## src/rtl/mes_amp_period_n_pkg.sv

```systemverilog
// Shared definitions for the period/amplitude measurement block:
// FSM state encoding, midpoint helper and saturating counter increment.
package mes_amp_period_n_pkg;

  typedef enum logic [1:0] {
    ST_SYNC = 2'd0,
    ST_HIGH = 2'd1,
    ST_LOW  = 2'd2
  } state_t;

  // Offset-binary midpoint for a w-bit sample.
  function automatic int mid_of(input int w);
    return 32'sd1 << (w - 32'sd1);
  endfunction

  // Increment that sticks at lim instead of wrapping.
  function automatic logic [31:0] sat_inc(input logic [31:0] v, input logic [31:0] lim);
    logic [31:0] r;
    if (v >= lim) r = lim;
    else          r = v + 32'd1;
    return r;
  endfunction

endpackage

```

## src/rtl/mes_amp_period_n_hyst_cmp.sv

```systemverilog
// Hysteresis zero-crossing comparator around the offset-binary midpoint.
// o_rise/o_fall are single-cycle pulses valid in the strobed cycle that
// flips the comparator; the comparator state itself is registered.
module mes_amp_period_n_hyst_cmp
  import mes_amp_period_n_pkg::*;
#(
  parameter int W    = 12,
  parameter int HYST = 16
) (
  input  logic         clk,
  input  logic         i_nrst,
  input  logic         i_ce,
  input  logic [W-1:0] i_x,
  output logic         o_zx,
  output logic         o_rise,
  output logic         o_fall
);

  localparam logic [W-1:0] TH_HI = W'(mid_of(W) + HYST);
  localparam logic [W-1:0] TH_LO = W'(mid_of(W) - HYST);

  logic r_zx;
  logic w_set;
  logic w_clr;

  assign w_set  = (i_x >= TH_HI);
  assign w_clr  = (i_x <= TH_LO);
  assign o_rise = i_ce & ~r_zx & w_set;
  assign o_fall = i_ce &  r_zx & w_clr;
  assign o_zx   = r_zx;

  // Comparator state: flips only on a strobed sample outside the band, holds inside it
  always_ff @(posedge clk or negedge i_nrst) begin
    if (!i_nrst)     r_zx <= 1'b0;
    else if (o_rise) r_zx <= 1'b1;
    else if (o_fall) r_zx <= 1'b0;
    else             r_zx <= r_zx;
  end

endmodule

```

## src/rtl/mes_amp_period_n.sv

```systemverilog
// Period / positive half-period / peak / trough / amplitude measurement of an
// offset-binary sample stream, averaged over 2^AVG periods. Results and both
// strobes register one clk after the ce that completes a period.
module mes_amp_period_n
  import mes_amp_period_n_pkg::*;
#(
  parameter int W    = 12,
  parameter int CW   = 12,
  parameter int HYST = 16,
  parameter int AVG  = 0
) (
  input  logic          clk,
  input  logic          NRST,
  input  logic          ce,
  input  logic          ext_res,
  input  logic [W-1:0]  X,
  output logic [CW-1:0] NTfr,
  output logic [CW-1:0] NTsp,
  output logic [W-1:0]  PIC,
  output logic [W-1:0]  VAL,
  output logic [W-1:0]  AMP,
  output logic          zX,
  output logic          end_Tfr,
  output logic          end_Tsp,
  output logic          ovf
);

  localparam int AFW = CW + AVG;
  localparam int AXW = W + AVG;
  localparam int PW  = (AVG > 0) ? AVG : 1;
  localparam logic [PW-1:0] P_LAST  = PW'((32'd1 << AVG) - 32'd1);
  localparam logic [CW-1:0] CNT_MAX = {CW{1'b1}};
  localparam logic [31:0]   CNT_LIM = 32'(CNT_MAX);

  state_t          r_state;
  logic [CW-1:0]   r_cnt_fr, r_cnt_sp, r_tsp;
  logic [W-1:0]    r_max, r_min;
  logic [AFW-1:0]  r_acc_fr, r_acc_sp;
  logic [AXW-1:0]  r_acc_max, r_acc_min;
  logic [PW-1:0]   r_p;
  logic [CW-1:0]   r_ntfr, r_ntsp;
  logic [W-1:0]    r_pic, r_val, r_amp;
  logic            r_end, r_ovf;

  logic            w_ce_eff, w_zx, w_rise, w_fall;
  logic [CW-1:0]   w_fr_inc, w_sp_inc;
  logic            w_fr_full, w_complete, w_timeout, w_wrap, w_publish;
  logic [AFW-1:0]  w_sum_fr, w_sum_sp;
  logic [AXW-1:0]  w_sum_max, w_sum_min;
  logic [CW-1:0]   w_pub_fr, w_pub_sp;
  logic [W-1:0]    w_pub_pic, w_pub_val, w_pub_amp;

  // A sample strobed together with a restart is discarded, also by the comparator.
  assign w_ce_eff = ce & ~ext_res;

  mes_amp_period_n_hyst_cmp #(
    .W    (W),
    .HYST (HYST)
  ) u_hyst_cmp (
    .clk    (clk),
    .i_nrst (NRST),
    .i_ce   (w_ce_eff),
    .i_x    (X),
    .o_zx   (w_zx),
    .o_rise (w_rise),
    .o_fall (w_fall)
  );

  assign w_fr_inc   = CW'(sat_inc(32'(r_cnt_fr), CNT_LIM));
  assign w_sp_inc   = CW'(sat_inc(32'(r_cnt_sp), CNT_LIM));
  // cnt_sp never exceeds cnt_fr, so a saturated frame counter covers both.
  assign w_fr_full  = (w_fr_inc == CNT_MAX);
  assign w_complete = w_rise & (r_state == ST_LOW);
  assign w_timeout  = w_ce_eff & w_fr_full & ~w_rise;
  assign w_wrap     = (r_p == P_LAST) | w_fr_full;
  assign w_publish  = w_timeout | (w_complete & w_wrap);

  // Candidate published values: averaged result, or all-ones plus last extremes on saturation
  always_comb begin
    w_sum_fr  = r_acc_fr  + AFW'(w_fr_inc);
    w_sum_sp  = r_acc_sp  + AFW'(r_tsp);
    w_sum_max = r_acc_max + AXW'(r_max);
    w_sum_min = r_acc_min + AXW'(r_min);
    if (w_fr_full) begin
      w_pub_fr  = CNT_MAX;
      w_pub_sp  = CNT_MAX;
      w_pub_pic = r_max;
      w_pub_val = r_min;
    end else begin
      w_pub_fr  = CW'(w_sum_fr  >> AVG);
      w_pub_sp  = CW'(w_sum_sp  >> AVG);
      w_pub_pic = W'(w_sum_max >> AVG);
      w_pub_val = W'(w_sum_min >> AVG);
    end
    w_pub_amp = (w_pub_pic - w_pub_val) >> 1'b1;
  end

  // Measurement FSM with per-period counters, averaging accumulators and registered results
  always_ff @(posedge clk or negedge NRST) begin
    if (!NRST) begin
      r_state   <= ST_SYNC;
      r_cnt_fr  <= {CW{1'b0}};
      r_cnt_sp  <= {CW{1'b0}};
      r_tsp     <= {CW{1'b0}};
      r_max     <= {W{1'b0}};
      r_min     <= {W{1'b0}};
      r_acc_fr  <= {AFW{1'b0}};
      r_acc_sp  <= {AFW{1'b0}};
      r_acc_max <= {AXW{1'b0}};
      r_acc_min <= {AXW{1'b0}};
      r_p       <= {PW{1'b0}};
      r_ntfr    <= {CW{1'b0}};
      r_ntsp    <= {CW{1'b0}};
      r_pic     <= {W{1'b0}};
      r_val     <= {W{1'b0}};
      r_amp     <= {W{1'b0}};
      r_end     <= 1'b0;
      r_ovf     <= 1'b0;
    end else if (ext_res) begin
      // Restart measurement but keep the last published results visible.
      r_state   <= ST_SYNC;
      r_cnt_fr  <= {CW{1'b0}};
      r_cnt_sp  <= {CW{1'b0}};
      r_tsp     <= {CW{1'b0}};
      r_acc_fr  <= {AFW{1'b0}};
      r_acc_sp  <= {AFW{1'b0}};
      r_acc_max <= {AXW{1'b0}};
      r_acc_min <= {AXW{1'b0}};
      r_p       <= {PW{1'b0}};
      r_end     <= 1'b0;
      r_ovf     <= 1'b0;
    end else begin
      r_end <= w_publish;
      if (w_publish) begin
        r_ntfr    <= w_pub_fr;
        r_ntsp    <= w_pub_sp;
        r_pic     <= w_pub_pic;
        r_val     <= w_pub_val;
        r_amp     <= w_pub_amp;
        r_ovf     <= w_fr_full;
        r_acc_fr  <= {AFW{1'b0}};
        r_acc_sp  <= {AFW{1'b0}};
        r_acc_max <= {AXW{1'b0}};
        r_acc_min <= {AXW{1'b0}};
        r_p       <= {PW{1'b0}};
      end else if (w_complete) begin
        r_acc_fr  <= w_sum_fr;
        r_acc_sp  <= w_sum_sp;
        r_acc_max <= w_sum_max;
        r_acc_min <= w_sum_min;
        r_p       <= r_p + PW'(1'b1);
      end
      if (ce) begin
        case (r_state)
          ST_SYNC: begin
            // The frame counter doubles as the no-crossing timeout while syncing.
            if (w_rise) begin
              r_cnt_fr <= {CW{1'b0}};
              r_cnt_sp <= {CW{1'b0}};
              r_max    <= X;
              r_min    <= X;
              r_state  <= ST_HIGH;
            end else if (w_timeout) begin
              r_cnt_fr <= {CW{1'b0}};
            end else begin
              r_cnt_fr <= w_fr_inc;
            end
          end
          ST_HIGH: begin
            if (w_timeout) begin
              r_cnt_fr <= {CW{1'b0}};
              r_cnt_sp <= {CW{1'b0}};
              r_state  <= ST_SYNC;
            end else begin
              r_cnt_fr <= w_fr_inc;
              r_cnt_sp <= w_sp_inc;
              r_max    <= (X > r_max) ? X : r_max;
              r_min    <= (X < r_min) ? X : r_min;
              if (w_fall) begin
                r_tsp   <= w_sp_inc;
                r_state <= ST_LOW;
              end
            end
          end
          ST_LOW: begin
            if (w_complete) begin
              // The completing sample is tick 0 of the next period.
              r_cnt_fr <= {CW{1'b0}};
              r_cnt_sp <= {CW{1'b0}};
              r_max    <= X;
              r_min    <= X;
              r_state  <= ST_HIGH;
            end else if (w_timeout) begin
              r_cnt_fr <= {CW{1'b0}};
              r_cnt_sp <= {CW{1'b0}};
              r_state  <= ST_SYNC;
            end else begin
              r_cnt_fr <= w_fr_inc;
              r_max    <= (X > r_max) ? X : r_max;
              r_min    <= (X < r_min) ? X : r_min;
            end
          end
          default: begin
            r_state <= ST_SYNC;
          end
        endcase
      end
    end
  end

  assign NTfr    = r_ntfr;
  assign NTsp    = r_ntsp;
  assign PIC     = r_pic;
  assign VAL     = r_val;
  assign AMP     = r_amp;
  assign zX      = w_zx;
  assign end_Tfr = r_end;
  assign end_Tsp = r_end;
  assign ovf     = r_ovf;

endmodule
```

## config.mk

```make
export PLATFORM = sky130hd
export DESIGN_NAME = mes_amp_period_n
export DESIGN_NICKNAME = d
export VERILOG_FILES = /design/src/rtl/mes_amp_period_n_pkg.sv /design/src/rtl/mes_amp_period_n_hyst_cmp.sv /design/src/rtl/mes_amp_period_n.sv
export SDC_FILE = /design/constraint.sdc
export NUM_CORES = 1
export LEC_CHECK = 0
export CAP_MARGIN = 20
export CELL_PAD_IN_SITES_DETAIL_PLACEMENT = 1
export CELL_PAD_IN_SITES_GLOBAL_PLACEMENT = 2
export CORE_ASPECT_RATIO = 1.1
export CORE_MARGIN = 2
export CORE_UTILIZATION = 40
export DETAILED_ROUTE_END_ITERATION = 10
export GPL_TIMING_DRIVEN = 0
export PLACE_DENSITY_LB_ADDON = 0.1
export SYNTH_ARGS = -nofsm -noshare
export SYNTH_HDL_FRONTEND = slang
export SYNTH_HIERARCHICAL = 1
export SYNTH_SLANG_ARGS = --single-unit
```

## constraint.sdc

```tcl
create_clock -name clk -period 7.2 [get_ports clk]
set_clock_uncertainty 0.1 [all_clocks]
set_input_delay 1.44 -clock clk [delete_from_list [all_inputs] [get_ports clk]]
set_output_delay 1.44 -clock clk [all_outputs]
set_load 0.01 [all_outputs]
```

# Yosys cells after proc, flatten, opt, wreduce, memory -nomap -nowiden
# Index checks and enable logic that the tools add are counted.
# word_totals
regBits,173
elab_cells,132
in_bits,16
output_inout_bits,64
# op_classes
n_reduce_logical,15
magnitude_cmp,6
n_bitwise,15
mux,61
eq_ne,8
addsub,8
# op_table
cell,count
$mux 12,41
$pmux 12 s3,4
$add 12x12->12,4
$ge 12x12->1 const B,3
$add 12x1->12 const B,2
$reduce_and 4->1,4
$mux 2,7
$eq 12x12->1 const B,1
$gt 12x12->1,1
$le 12x11->1 const B,1
$lt 12x12->1,1
$sub 12x12->12,1
$reduce_bool 2->1,5
$and 1x1->1,9
$mux 1,8
$pmux 2 s3,1
$reduce_bool 3->1,2
$ne 2x2->1 const B,2
$ne 4x3->1 const B,1
$ne 4x4->1 const B,1
$not 1->1,4
$reduce_and 2->1,2
$reduce_bool 4->1,1
$ne 3x3->1 const B,1
other kinds (5),6

# Logic depth before layout (Yosys ltp)
# logic_depth
depth_word,11
depth_mapped,20
mapped_depth_nobuf,19

# By module
# Netlist, hierarchy kept.
# by_module_without_submodules
mod,n_inst,cells_per_inst,seq_area_each_um2,area_per_inst_um2
mes_amp_period_n,1,1237,4304.1,10973.0
mes_amp_period_n_hyst_cmp,1,13,25.0,103.8

# Least setup slack after synthesis
# Ideal clock, no wire load.
# synth_timing
path_kind,reg-to-reg
startpoint,register r_cnt_fr[0]
endpoint,"register r_amp[9], in the netlist AMP[9]"
n_path_buf,2
setup_time_ps,124
arrival_ps,4326
synth_period_minus_slack_ps,4550
required_time_ps,6976
path_stages_with_launch,18
setup_slack_ps,2650
path_cell_list,dfrtp_1 ha_1 and3_1 a211oi_1 nor3_2 nor4b_4 buf_2 buf_1 mux2i_1 fa_1 a21o_1 maj3_2 maj3_1 mux2i_1 a21o_1 a31oi_1 o211a_1 a211o_1
# synth_between
elab_chain_cells,7
word_cells_on_any_way,13
classes_between,add/sub: 2; order compare: 1; eq/ne: 1; mux: 3; bitwise: 5; reduce/logical: 1
# synth_lines
item,line,rtl
start: declaration,mes_amp_period_n.sv:36,"logic [CW-1:0] r_cnt_fr, r_cnt_sp, r_tsp;"
start signal: assignment,mes_amp_period_n.sv:102,r_cnt_fr <= {CW{1'b0}};
start signal: assignment,mes_amp_period_n.sv:122,r_cnt_fr <= {CW{1'b0}};
start signal: assignment,mes_amp_period_n.sv:158,r_cnt_fr <= {CW{1'b0}};
$add 12x1->12 / $ge 12x12->1 (equally long branches),"mes_amp_period_n_pkg.sv:20, mes_amp_period_n_pkg.sv:19",
$mux 12 (*),mes_amp_period_n_pkg.sv:19,if (v >= lim) r = lim;
$eq 12x12->1 (*),mes_amp_period_n.sv:72,assign w_fr_full = (w_fr_inc == CNT_MAX);
"parallel branches: the longest is 4 deep, another holds $sub 12x12->12",--,
end signal: assignment,mes_amp_period_n.sv:116,r_amp <= {W{1'b0}};
end signal: assignment,mes_amp_period_n.sv:139,r_amp <= w_pub_amp;
end: declaration,mes_amp_period_n.sv:42,"logic [W-1:0] r_pic, r_val, r_amp;"
# Mark *: on every way between the ends.
# A chain may end at the register's enable or synchronous reset.

# Worst setup path after layout
# Same ends and word-level chain as after synthesis.

==> metrics <==
status finished, final reports clean; DIE AREA ~29000 um2; Layout Area Growth over Synthesis 16.6%; Sw Pwr between 1500 and 2000 uW; die width 163 um; largest net degree at the start of global routing roughly 100; Non-Filler Instances approximately 1700; Fin. Hold Viols 0; Worst slew margin 0.303; P_leak slightly below 0.006 uW; cell-internal power between 2000 and 2500 uW; Net Count, Synth about 1400; Yosys cell types 74; arrival time of the worst setup path slightly above 6 ns; drt wl/cell between 20 and 25 um; routed wire length between 30 and 40 mm; post-CTS setup buffers 0; register bit total from synthesis approximately 170; Port Buffers 77; Async S/R FF share, synth 1.00; vias in the first global route 9912; gr ovfl total 0; 1st-iter DRT viols 484; class of the worst hold path reg2reg; Critical Path End Type flip-flop; Die H about 180 um; clock latency on the worst-skew pair roughly 0.45 ns; FP Rows between 60 and 70; Worst-Margin Slew 1.04 ns; power density cells 311 nW/um2; first drt pass iteration count 5; cts bufs inserted 17; CP Launch Type flip-flop; clk buf depth 2; CTS root buf clkbuf_16; Comb pwr share 0.436; Seq/Total Area, Yosys 0.391; clock sink total around 170; number of vias per cell ~5.6; DR vias ~9700; area of the mapped netlist about 11000 um2; GP Congestion between 0.8 and 0.9; initial antenna violation count 1; Max Cap Viol 0; Synth Flop Type dfrtp_1; Clk pin slew, worst setup/hold paths ~0.070 ns; Tmin final 5.83 ns; DRT antenna net count 0; DRC viols 0; H-Tree Depth 4; fmax 171 MHz; Peak VDD IR 0.000143 V; final slew viol count 0; Post-CTS Resized 0; EDFF count, synth 0; number of synthesis warnings 6; R2R depth 17; Syn Area/Cell a little under 9 um2; hold_buf cts 0; Detailed Place HPWL 26.8 mm; kind of critical path reg2reg; multi-input logic area around 6200 um2; antenna cell count 0; first-pass GRT wire length about 56 mm; Starting Density 0.408; FF/Latch Area 4330 um2; I/O pins 80; switching share of total power 0.404; fillers 3204; layout cell share with drive strength beyond 1 0.0566; CP Max Fanout 10; post-layout util 0.476; Placeable Area around 27000 um2; hold path cells 2; final worst path period share 0.810; critical path required time around 7.4 ns; Global Route Usage Sum 0.249; Post-layout nets ~1400; # placed instances 1686; clock share of power 0.238; Final Setup Violations 0; CTS tree yes; Post-Syn Instances around 1300; RSZ-0062 raised after global routing no; Seq pwr share 0.326
[final timing paths]
path	end	from	slack, ns
min	AMP[6]	AMP[6]	0.37
max in group asynchronous	r_min[4]	NRST	5.22
max reg2reg	AMP[9]	r_cnt_fr[0]	1.37
min reg2reg	AMP[6]	AMP[6]	0.37
max	AMP[9]	r_cnt_fr[0]	1.37
min in group asynchronous	r_cnt_fr[2]	NRST	0.84
[layer usage]
| layer | wire (um) | track usage | vias up |
|---|---|---|---|
| met3 | 1090 | 0.0328 | 30 |
| met4 | 396 | 0.0601 | 0 |
| met5 | 0 | 0 | - |
| met2 | 16700 | 0.421 | 161 |
| li1 | - | - | 4644 |
| met1 | 16800 | 0.340 | 4860 |
[cells by family (layout without fill, tap and decap cells)]
| logic type | count (synthesis) | count (layout) | share of synthesized area |
|---|---|---|---|
| adder cells (fa/ha/maj) | 91 | 91 | 0.105 |
| AO/OA/AOI/OAI | 404 | 404 | 0.238 |
| flip-flops | 173 | 173 | 0.391 |
| multiplexers | 9 | 9 | 0.00904 |
| AND/OR/NAND/NOR | 369 | 369 | 0.152 |
| other | 1 | 1 | 0.000339 |
| buffers and inverters | 133 | 244 | 0.0500 |
| XOR/XNOR | 70 | 70 | 0.0553 |
[layout by cell type (no fill, tap or decap), drive strengths merged, types with 12 or more instances in the layout]
cell | netlist | layout
dfrtp | 173 | 173
a31oi | 19 | 19
a32o | 12 | 12
o21a | 14 | 14
a211oi | 15 | 15
a21o | 29 | 29
xnor2 | 54 | 54
xor2 | 16 | 16
nand2b | 12 | 12
o21ai | 127 | 127
a22o | 40 | 40
clkbuf | 36 | 57
nor3 | 15 | 15
ha | 79 | 79
nand2 | 172 | 172
nand3 | 23 | 23
inv | 70 | 72
o21bai | 12 | 12
buf | 27 | 30
o22ai | 12 | 12
nor2 | 88 | 88
clkdlybuf4s50 | 0 | 76
a21oi | 74 | 74
[through the flow]
| step | hold WS, ns | setup TNS, ns | setup WS, ns | power (uW) | instance area (um2) |
|---|---|---|---|---|---|
| 5_1_grt | 0.392 | 0 | 1.05 | 4300 | 12900 |
| 2_1_floorplan | 0.354 | 0 | 2.65 | 2400 | 11100 |
| 3_5_place_dp | 0.357 | 0 | 1.16 | 3070 | 12300 |
| 6_report | 0.367 | 0 | 1.37 | 4020 | 12900 |
| 4_1_cts | 0.372 | 0 | 1.35 | 4040 | 12900 |
| 3_3_place_gp | 0.356 | -541.29 | -3.14 | 3030 | 12300 |
[registers in the layout, summed over array words and instances (netlist names)]
| register | cells |
|---|---|
| AMP | 11 |
| NTfr | 12 |
| NTsp | 12 |
| PIC | 12 |
| VAL | 12 |
| end_Tfr | 1 |
| ovf | 1 |
| r_acc_fr | 12 |
| r_acc_max | 12 |
| r_acc_min | 12 |
| r_acc_sp | 12 |
| r_cnt_fr | 12 |
| r_cnt_sp | 12 |
| r_max | 12 |
| r_min | 12 |
| r_p | 1 |
| r_state | 2 |
| r_tsp | 12 |
| u_hyst_cmp/o_zx | 1 |
[cells in the mapped netlist, types with 15 or more instances]
| master | instances | share of area |
|---|---|---|
| a211oi_1 | 15 | 0.010 |
| a21o_1 | 29 | 0.020 |
| a21oi_1 | 72 | 0.033 |
| a22o_1 | 40 | 0.032 |
| a31oi_1 | 19 | 0.011 |
| buf_2 | 17 | 0.0077 |
| clkbuf_1 | 36 | 0.012 |
| dfrtp_1 | 173 | 0.39 |
| ha_1 | 79 | 0.089 |
| inv_1 | 69 | 0.023 |
| nand2_1 | 172 | 0.058 |
| nand3_1 | 22 | 0.0099 |
| nor2_1 | 87 | 0.029 |
| o21ai_0 | 123 | 0.056 |
| xnor2_1 | 54 | 0.043 |
| xor2_1 | 16 | 0.013 |
[final cells by class]
cell class,instances,area share
Clock buffer,21,0.0349
Clock inverter,11,0.0106
Tap cell,357,0.0346
Multi-Input combinational cell,944,0.479
Sequential cell,173,0.335
Buffer,63,0.0226
Timing Repair Buffer,79,0.0626
Inverter,70,0.0203
[power groups by stage]
stage	logic [uW]	clock network [uW]	registers [uW]
floorplan	1110	0	1290
global placement	1710	0	1320
detailed placement	1750	0	1330
CTS	1760	976	1310
global route	1960	1010	1330
finish	1750	957	1310
[worst max-delay path, stage by stage, from the launching register on]
cell and delay, ns:
dfrtp_1 0.46, ha_1 0.26, nand3_1 0.29, nor4_1 0.36, nor3_2 0.12, nor4b_4 0.62, buf_2 0.46, buf_1 0.55
mux2i_1 0.19, fa_1 0.47, a21o_1 0.19, maj3_2 0.32, maj3_1 0.35, mux2i_1 0.19, a21o_1 0.20, a31oi_1 0.12
o211a_1 0.22, a211o_1 0.22
Note: power is estimated with default switching activity, not from simulation.
